### config.mk
export PLATFORM = sky130hd
export DESIGN_NAME = kamikaze_decode_pipe
export DESIGN_NICKNAME = d
export VERILOG_FILES = /design/src/rtl/kamikaze_decode_pipe_pkg.sv /design/src/rtl/kamikaze_decode_pipe_imm_gen.sv /design/src/rtl/kamikaze_decode_pipe.sv
export SDC_FILE = /design/constraint.sdc
export NUM_CORES = 1
export LEC_CHECK = 0
export ABC_AREA = 1
export CAP_MARGIN = 30
export CORE_MARGIN = 2
export CORE_UTILIZATION = 40
export DETAILED_ROUTE_END_ITERATION = 6
export HOLD_SLACK_MARGIN = 0.08
export PLACE_DENSITY = 0.79
export SLEW_MARGIN = 0
export SYNTH_ARGS = -nofsm -noshare
export SYNTH_HDL_FRONTEND = slang
export SYNTH_SLANG_ARGS = --single-unit
### constraint.sdc
create_clock -name clk_i -period 3.8 [get_ports clk_i]
set_clock_uncertainty 0.2 [all_clocks]
set_input_delay 0.76 -clock clk_i [delete_from_list [all_inputs] [get_ports clk_i]]
set_output_delay 0.76 -clock clk_i [all_outputs]
set_load 0.05 [all_outputs]
### src/rtl/kamikaze_decode_pipe_pkg.sv
// Shared RV32 decode definitions: opcode constants, ALU/MUL/unit encodings
// and the immediate-format selector used by the decode stage.
package kamikaze_decode_pipe_pkg;

  localparam logic [6:0] OPC_LUI     = 7'b0110111;
  localparam logic [6:0] OPC_AUIPC   = 7'b0010111;
  localparam logic [6:0] OPC_JAL     = 7'b1101111;
  localparam logic [6:0] OPC_JALR    = 7'b1100111;
  localparam logic [6:0] OPC_BRANCH  = 7'b1100011;
  localparam logic [6:0] OPC_LOAD    = 7'b0000011;
  localparam logic [6:0] OPC_STORE   = 7'b0100011;
  localparam logic [6:0] OPC_OP_IMM  = 7'b0010011;
  localparam logic [6:0] OPC_OP      = 7'b0110011;
  localparam logic [6:0] OPC_MISCMEM = 7'b0001111;
  localparam logic [6:0] OPC_SYSTEM  = 7'b1110011;

  localparam logic [6:0] F7_BASE = 7'b0000000;
  localparam logic [6:0] F7_ALT  = 7'b0100000;
  localparam logic [6:0] F7_MUL  = 7'b0000001;

  typedef enum logic [3:0] {
    ALU_ADD  = 4'd0,  ALU_SUB  = 4'd1,  ALU_SLL = 4'd2,  ALU_SLT = 4'd3,
    ALU_SLTU = 4'd4,  ALU_XOR  = 4'd5,  ALU_SRL = 4'd6,  ALU_SRA = 4'd7,
    ALU_OR   = 4'd8,  ALU_AND  = 4'd9,  ALU_EQ  = 4'd10, ALU_NE  = 4'd11,
    ALU_GE   = 4'd12, ALU_GEU  = 4'd13
  } alu_op_e;

  // Interpreted on the same 4-bit bus when the unit select is FU_MUL.
  typedef enum logic [3:0] {
    MUL_MUL = 4'd0, MUL_MULH = 4'd1, MUL_MULHSU = 4'd2, MUL_MULHU = 4'd3,
    MUL_DIV = 4'd4, MUL_DIVU = 4'd5, MUL_REM    = 4'd6, MUL_REMU  = 4'd7
  } mul_op_e;

  typedef enum logic [2:0] {
    FU_ALU = 3'd0, FU_BRANCH = 3'd1, FU_JUMP = 3'd2,
    FU_LSU = 3'd3, FU_MUL    = 3'd4, FU_SYS  = 3'd5
  } fu_sel_e;

  typedef enum logic [2:0] {
    FMT_R = 3'd0, FMT_I = 3'd1, FMT_S = 3'd2,
    FMT_B = 3'd3, FMT_U = 3'd4, FMT_J = 3'd5
  } imm_fmt_e;

  typedef struct packed {
    logic [4:0]  rs1;
    logic [4:0]  rs2;
    logic [4:0]  rd;
    logic        rs1_used;
    logic        rs2_used;
    logic        rd_we;
    logic [31:0] imm;
    logic [3:0]  alu_op;
    logic [2:0]  fu_sel;
    logic        illegal;
  } decode_t;

  function automatic alu_op_e alu_from_f3(input logic [2:0] f3, input logic alt);
    alu_from_f3 = ALU_ADD;
    case (f3)
      3'd0: alu_from_f3 = alt ? ALU_SUB : ALU_ADD;
      3'd1: alu_from_f3 = ALU_SLL;
      3'd2: alu_from_f3 = ALU_SLT;
      3'd3: alu_from_f3 = ALU_SLTU;
      3'd4: alu_from_f3 = ALU_XOR;
      3'd5: alu_from_f3 = alt ? ALU_SRA : ALU_SRL;
      3'd6: alu_from_f3 = ALU_OR;
      3'd7: alu_from_f3 = ALU_AND;
      default: alu_from_f3 = ALU_ADD;
    endcase
  endfunction

endpackage

### src/rtl/kamikaze_decode_pipe_imm_gen.sv
// Combinational immediate generator: selects and sign-extends the
// immediate field of a 32-bit instruction according to its format.
module kamikaze_imm_gen
  import kamikaze_decode_pipe_pkg::*;
(
  input  logic [31:0] instr_i,
  input  logic [2:0]  fmt_i,
  output logic [31:0] imm_o
);

  always_comb begin
    imm_o = '0;
    case (imm_fmt_e'(fmt_i))
      FMT_I: imm_o = {{20{instr_i[31]}}, instr_i[31:20]};
      FMT_S: imm_o = {{20{instr_i[31]}}, instr_i[31:25], instr_i[11:7]};
      FMT_B: imm_o = {{19{instr_i[31]}}, instr_i[31], instr_i[7],
                      instr_i[30:25], instr_i[11:8], 1'b0};
      FMT_U: imm_o = {instr_i[31:12], 12'b0};
      FMT_J: imm_o = {{11{instr_i[31]}}, instr_i[31], instr_i[19:12],
                      instr_i[20], instr_i[30:21], 1'b0};
      default: imm_o = '0;
    endcase
  end

endmodule

### src/rtl/kamikaze_decode_pipe.sv
// Single registered RV32I(+M) decode stage with valid/ready handshake,
// flush, and a held output register that stays stable under backpressure.
module kamikaze_decode_pipe
  import kamikaze_decode_pipe_pkg::*;
#(
  parameter bit ENABLE_M      = 1'b0,
  parameter bit ENABLE_SYSTEM = 1'b1
) (
  input  logic        clk_i,
  input  logic        rst_i,
  input  logic        flush_i,
  input  logic [31:0] instr_i,
  input  logic [31:0] pc_i,
  input  logic        is_compressed_instr_i,
  input  logic        instr_valid_i,
  output logic        instr_ready_o,
  output logic        decode_valid_o,
  input  logic        decode_ready_i,
  output logic [4:0]  rf_rs1_o,
  output logic [4:0]  rf_rs2_o,
  output logic [4:0]  rf_rd_o,
  output logic        rs1_used_o,
  output logic        rs2_used_o,
  output logic        rd_we_o,
  output logic [31:0] imm_o,
  output logic [3:0]  alu_op_o,
  output logic [2:0]  fu_sel_o,
  output logic        illegal_o,
  output logic [31:0] pc_o,
  output logic        is_compressed_o
);

  logic        valid_q, valid_d;
  decode_t     dec_q, dec_d;
  logic [31:0] pc_q;
  logic        comp_q;
  logic        accept;

  logic [6:0]  opc;
  logic [2:0]  f3;
  logic [6:0]  f7;
  logic        legal;
  imm_fmt_e    fmt;
  fu_sel_e     fu;
  logic [3:0]  op;
  logic [31:0] imm_w;

  assign opc = instr_i[6:0];
  assign f3  = instr_i[14:12];
  assign f7  = instr_i[31:25];

  assign instr_ready_o = !valid_q || decode_ready_i;
  assign accept        = instr_valid_i && instr_ready_o && !flush_i;

  always_comb begin
    legal = 1'b0;
    fmt   = FMT_R;
    fu    = FU_SYS;
    op    = ALU_ADD;
    case (opc)
      OPC_LUI, OPC_AUIPC: begin legal = 1'b1; fmt = FMT_U; fu = FU_ALU; end
      OPC_JAL:  begin legal = 1'b1;        fmt = FMT_J; fu = FU_JUMP; end
      OPC_JALR: begin legal = (f3 == 3'd0); fmt = FMT_I; fu = FU_JUMP; end
      OPC_BRANCH: begin
        legal = (f3 != 3'd2) && (f3 != 3'd3);
        fmt   = FMT_B;
        fu    = FU_BRANCH;
        case (f3)
          3'd0: op = ALU_EQ;
          3'd1: op = ALU_NE;
          3'd4: op = ALU_SLT;
          3'd5: op = ALU_GE;
          3'd6: op = ALU_SLTU;
          3'd7: op = ALU_GEU;
          default: op = ALU_ADD;
        endcase
      end
      OPC_LOAD:  begin legal = f3 inside {3'd0, 3'd1, 3'd2, 3'd4, 3'd5}; fmt = FMT_I; fu = FU_LSU; end
      OPC_STORE: begin legal = f3 inside {3'd0, 3'd1, 3'd2};             fmt = FMT_S; fu = FU_LSU; end
      OPC_OP_IMM: begin
        // Shift-immediates reuse the funct7 slot of the immediate field.
        if (f3 == 3'd1)      legal = (f7 == F7_BASE);
        else if (f3 == 3'd5) legal = (f7 == F7_BASE) || (f7 == F7_ALT);
        else                 legal = 1'b1;
        fmt = FMT_I;
        fu  = FU_ALU;
        op  = alu_from_f3(f3, instr_i[30] && (f3 == 3'd5));
      end
      OPC_OP: begin
        fmt = FMT_R;
        if (f7 == F7_MUL) begin
          legal = ENABLE_M;
          fu    = FU_MUL;
          op    = mul_op_e'({1'b0, f3});
        end else begin
          legal = (f7 == F7_BASE) || ((f7 == F7_ALT) && ((f3 == 3'd0) || (f3 == 3'd5)));
          fu    = FU_ALU;
          op    = alu_from_f3(f3, instr_i[30]);
        end
      end
      OPC_MISCMEM: begin legal = ENABLE_SYSTEM && (f3 == 3'd0); fmt = FMT_I; fu = FU_SYS; end
      OPC_SYSTEM: begin
        // funct3==0 admits only the exact ECALL/EBREAK encodings.
        if (f3 == 3'd0) legal = ENABLE_SYSTEM && (instr_i[31:21] == '0) && (instr_i[19:7] == '0);
        else            legal = ENABLE_SYSTEM && (f3 != 3'd4);
        fmt = FMT_I;
        fu  = FU_SYS;
      end
      default: legal = 1'b0;
    endcase
    if (!legal) begin
      fmt = FMT_R;
      fu  = FU_SYS;
      op  = ALU_ADD;
    end
  end

  kamikaze_imm_gen u_imm_gen (
    .instr_i (instr_i),
    .fmt_i   (fmt),
    .imm_o   (imm_w)
  );

  always_comb begin
    dec_d          = '0;
    dec_d.rs1      = instr_i[19:15];
    dec_d.rs2      = instr_i[24:20];
    dec_d.rd       = instr_i[11:7];
    dec_d.rs1_used = legal && (fmt != FMT_U) && (fmt != FMT_J);
    dec_d.rs2_used = legal && (fmt inside {FMT_R, FMT_S, FMT_B});
    dec_d.rd_we    = legal && (fmt inside {FMT_R, FMT_I, FMT_U, FMT_J}) && (instr_i[11:7] != 5'd0);
    dec_d.imm      = imm_w;
    dec_d.alu_op   = op;
    dec_d.fu_sel   = fu;
    dec_d.illegal  = !legal;
  end

  always_comb begin
    valid_d = valid_q;
    if (flush_i)             valid_d = 1'b0;
    else if (accept)         valid_d = 1'b1;
    else if (decode_ready_i) valid_d = 1'b0;
  end

  always_ff @(posedge clk_i or posedge rst_i) begin
    if (rst_i) begin
      valid_q <= 1'b0;
      dec_q   <= '0;
      pc_q    <= '0;
      comp_q  <= 1'b0;
    end else begin
      valid_q <= valid_d;
      if (accept) begin
        dec_q  <= dec_d;
        pc_q   <= pc_i;
        comp_q <= is_compressed_instr_i;
      end
    end
  end

  assign decode_valid_o  = valid_q;
  assign rf_rs1_o        = dec_q.rs1;
  assign rf_rs2_o        = dec_q.rs2;
  assign rf_rd_o         = dec_q.rd;
  assign rs1_used_o      = dec_q.rs1_used;
  assign rs2_used_o      = dec_q.rs2_used;
  assign rd_we_o         = dec_q.rd_we;
  assign imm_o           = dec_q.imm;
  assign alu_op_o        = dec_q.alu_op;
  assign fu_sel_o        = dec_q.fu_sel;
  assign illegal_o       = dec_q.illegal;
  assign pc_o            = pc_q;
  assign is_compressed_o = comp_q;

endmodule

==> impl_table.tex <==
\begin{tabular}{lr}
\hline
Metric & Value \\
\hline
\multicolumn{2}{l}{\textbf{Outcome}} \\
\quad Run status & complete, no violations \\
\multicolumn{2}{l}{\textbf{Synthesis}} \\
\quad Leading cell type by number of instances after synthesis & nand2\_1 \\
\quad Netlist Area Pre-Place & 4611 µm² \\
\quad Gate Count Post-Synth & 599 \\
\quad Proportion of netlist area held by the largest area contributor & 0.4993 \\
\quad Post-Synthesis Net Count & 669 \\
\quad Count of flip-flops with a built-in enable after synthesis & 0 \\
\quad Share of synthesized cell area in full adder, half adder and majority cells & 0 \\
\quad Multiplexer area fraction after synthesis & 0 \\
\quad Biggest area contributors in the synthesized netlist & dfrtp\_1 50\%, nand2\_1 23\%, o21bai\_2 4.9\% \\
\quad Number of flip-flops and latches in the synthesized netlist & 92 \\
\quad Portion of the post-synthesis area used by sequential elements & 0.4993 \\
\quad Most numerous cell types in the synthesized netlist & 277 x nand2\_1, 92 x dfrtp\_1, 43 x inv\_1 \\
\quad Flip-flop cell with the highest count after synthesis & dfrtp\_1 \\
\quad Unique cell type count in the Yosys netlist & 25 \\
\quad Number of warnings issued by yosys & 0 \\
\quad Basic-gate share of the synthesized area counting and, or, nand and nor cells & 0.3189 \\
\quad Post-synthesis compound-gate area fraction & 0.1170 \\
\quad Average cell area after synthesis & 7.697 µm² \\
\quad Library cell with the largest summed area after synthesis & dfrtp\_1 \\
\quad Dominant combinational cell family by area after synthesis & simple AND/OR/NAND/NOR gates \\
\quad FFs w/ async S/R, synth & 1.000 \\
\quad XOR/XNOR share of the synthesized area & 0 \\
\multicolumn{2}{l}{\textbf{Critical path}} \\
\quad Critical path data required time & approximately 3900 ps \\
\quad Setup slack of the worst register-to-register path & 1560 ps \\
\quad Maximum fanout encountered on the critical timing path & 22 \\
\quad End of the critical path & imm\_o[0] \\
\quad Largest stage delay on the critical path & 480 ps \\
\quad Number of cells on the critical path & 13 \\
\quad Worst Setup End Kind & flop \\
\quad Buffers plus inverters on the worst setup path & 2 \\
\quad Cell repeated most along the worst path & nand2\_2 \\
\quad Kind of launch point of the worst setup path & primary input \\
\quad Endpoint of the worst register-to-register path & rs2\_used\_o \\
\quad Cell type group with the largest total delay on the critical path & simple AND/OR/NAND/NOR gates \\
\quad Data arrival time of the critical path & 3210 ps \\
\quad Critical path cell sequence & clkdlybuf4s50\_1, nand2\_2, nor2\_2, nand2\_2, nand2\_2, inv\_2, nand3\_1, nor2\_2, nand3\_4, nand4\_4, o21bai\_1, nand2\_1, nand2\_1 \\
\quad Worst setup path startpoint & instr\_i[1] \\
\quad R2R cell count & 6 \\
\quad Cell with the largest stage delay on the worst path & clkdlybuf4s50\_1 \\
\quad Worst reg2reg startpoint & decode\_valid\_o \\
\quad Kind of critical path & primary input to flop \\
\multicolumn{2}{l}{\textbf{Clocking}} \\
\quad Number of buffers added by the clock tree synthesis step & 9 \\
\quad Maximum buffer depth of the clock tree & 2 \\
\quad Post-CTS Hold Fix Bufs & 0 \\
\quad Clock tree from TritonCTS & built \\
\quad Number of setup buffers added after CTS & 0 \\
\quad Clock root buffer & clkbuf\_16 \\
\quad Number of sinks on the clock net & 92 \\
\quad Insertion delay to the later sink of the worst-skew pair & 330 ps \\
\quad H-tree level count & 3 \\
\quad Clk pin slew, worst setup/hold paths & 60 ps \\
\quad Resized cells post-CTS & 0 \\
\multicolumn{2}{l}{\textbf{Detailed routing}} \\
\quad Overall via count from detail\_route & 4388 \\
\quad Post-DR vias/cell & 4.897 \\
\quad Post-route antenna net violation count & 0 \\
\quad Post-detailed-route wirelength per cell & $\sim$15 µm \\
\quad Number of optimization iterations in the first detailed-route pass & 5 \\
\quad Total wire length & 13660 µm \\
\quad Residual DRC count & 0 \\
\quad Starting DRC count in detailed routing & 319 \\
\multicolumn{2}{l}{\textbf{Placed design}} \\
\quad Number of I/O port buffers & 162 \\
\quad Weighted congestion at the end of routability-driven global placement & 0.8773 \\
\quad Dpl cells & 881 \\
\quad Placed wire-length estimate after detailed placement & 10270 µm \\
\multicolumn{2}{l}{\textbf{Pwr}} \\
\quad Final total power & roughly 2.8 mW \\
\quad Max IR drop VDD & 0.2885 mV \\
\quad Standby leakage power & 3.380 nW \\
\quad Total power per unit cell area & 425.2 nW/µm² \\
\multicolumn{2}{l}{\textbf{Timing}} \\
\quad Max Clock Freq & 319.0 MHz \\
\quad Hold Fails Final Rpt & 0 \\
\quad Setup violations, final & 0 \\
\quad Final total negative setup slack & 0 ps \\
\quad Setup repair after global routing missed its margin & no \\
\quad Final Critical Period & roughly 3100 ps \\
\quad Pin slew with the least headroom to its limit & 893.0 ps \\
\quad Share of the clock period used by the worst path after layout & 0.8248 \\
\quad Slew headroom & 0.4047 \\
\quad Count of final max-slew check failures & 0 \\
\multicolumn{2}{l}{\textbf{Hold path}} \\
\quad Type of the tightest min-delay check & flop to flop \\
\multicolumn{2}{l}{\textbf{Final layout}} \\
\quad Layout net count & 819 \\
\quad Post-route insts no fill & 896 \\
\quad Final-layout fill cell count & 1052 \\
\quad Fraction of final layout cells sized beyond drive strength 1 & 0.07703 \\
\quad Layout overhead on the synthesized area & 44.15\% \\
\quad Ant. Diodes & 0 \\
\quad Post-Route Utilization & 0.5871 \\
\multicolumn{2}{l}{\textbf{Floorplan}} \\
\quad Die extent in y & 111.4 µm \\
\quad DIE WIDTH & 111.4 µm \\
\quad Cell row count & 39 \\
\quad Placeable core area & 11320 µm² \\
\quad Starting Density & 0.4073 \\
\quad Die area & 12400 µm² \\
\quad Number of I/O pins & 163 \\
\multicolumn{2}{l}{\textbf{Global route}} \\
\quad Tot GR Track Use & 0.2230 \\
\quad Via count of the first global-routing pass & about 4400 \\
\quad Wire length of the first global-routing pass & 22290 µm \\
\quad Number of antenna violations at the first check in global routing & 0 \\
\quad Total congestion overflow & 0 \\
\quad Largest net degree at the start of global routing & 75 \\
\multicolumn{2}{l}{\textbf{Flow run}} \\
\quad Max cap viols & 0 \\
\hline
\end{tabular}
-- state kept, by name (all words and copies together), names as in the netlist --
signal           cells
illegal_o            1
rd_we_o              1
fu_sel_o             3
rf_rs1_o             5
rf_rs2_o             5
is_compressed_o      1
rf_rd_o              5
rs2_used_o           1
pc_o                32
imm_o               32
alu_op_o             4
decode_valid_o       1
rs1_used_o           1
-- routing by layer --
| metal | vias to the layer above | track usage | part of all wire | wire [µm] |
|---|---|---|---|---|
| li1 | 2180 | - | - | - |
| met3 | 21 | 0.04627 | 0.051 | 692 |
| met4 | 0 | 0.06667 | 0.018 | 242 |
| met2 | 139 | 0.3756 | 0.49 | 6739 |
| met1 | 2048 | 0.2925 | 0.44 | 5984 |
| met5 | - | 0 | 0 | 0 |
-- how the worst min path moves through the flow --
stage / start / to / slack, ps / cells past startpoint
after floorplan: pc_o[26] / pc_o[26] / 560 / 2
after global placement: pc_o[1] / pc_o[1] / 250 / 2
after detailed placement: pc_o[21] / pc_o[21] / 260 / 2
after CTS: pc_o[21] / pc_o[21] / 270 / 2
after global routing: pc_o[25] / pc_o[25] / 290 / 2
final: pc_o[25] / pc_o[25] / 270 / 2
-- cell type report --
class / count / area (µm²) / share of cell area
flip-flops and latches: 92 / 2302 / 0.3464
multi-input cells: 433 / 2014 / 0.3031
repair buffers: 167 / 1659 / 0.2496
clock buffers: 11 / 242.7 / 0.03652
well taps: 143 / 178.9 / 0.02692
inverters: 46 / 175.2 / 0.02636
clock inverters: 4 / 73.82 / 0.01111
-- metrics by stage --
stage | hold slack, ps | worst slack (ps) | cell area [µm²]
2_1_floorplan | 555.3 | 448.0 | 4611
3_3_place_gp | 253.2 | 471.5 | 6330
3_5_place_dp | 258.6 | 345.5 | 6330
4_1_cts | 274.1 | 675.7 | 6646
5_1_grt | 287.8 | 453.0 | 6646
6_report | 274.2 | 665.6 | 6646
-- worst register-to-register path: stages (launching register included) --
cell	delay, ps
dfrtp_1	380
inv_1	50
nor2_1	50
nor3_2	150
buf_4	650
nand2_1	350
o31ai_1	310
-- report_power, final --
part	internal, mW	total [mW]	switching, mW	leakage [nW]
Sequential	1.06	1.11	0.0451	1.19
Combinational	0.255	0.757	0.503	2.03
Clock	0.591	0.960	0.369	0.156
Total	1.91	2.83	0.916	3.38
-- logic make-up (layout without fill, tap and decap cells) --
group | after synthesis | in the layout
flip-flops | 92 | 92
buffers and inverters | 74 | 228
AO/OA/AOI/OAI | 76 | 76
AND/OR/NAND/NOR | 357 | 357
-- layout by cell type (no fill, tap or decap) --
cell type	n
nand2_1	277
clkdlybuf4s50_1	162
dfrtp_1	92
inv_1	41
o21ai_0	36
nand3_1	29
nor2_1	28
o21bai_2	20
o211ai_1	9
clkbuf_16	9
a21oi_1	7
buf_4	5
nand2_2	4
inv_2	4
nor3_1	4
nand4_1	4
nor2_2	4
nor2_4	3
o21bai_1	2
bufinv_16	2
nand3_4	1
nor3_2	1
nand4_4	1
o31ai_1	1
o221ai_1	1
inv_4	1
nand3b_1	1
clkinv_4	1
clkinv_2	1
clkbuf_8	1
clkbuf_1	1
Note: power is estimated with default switching activity, not from simulation.
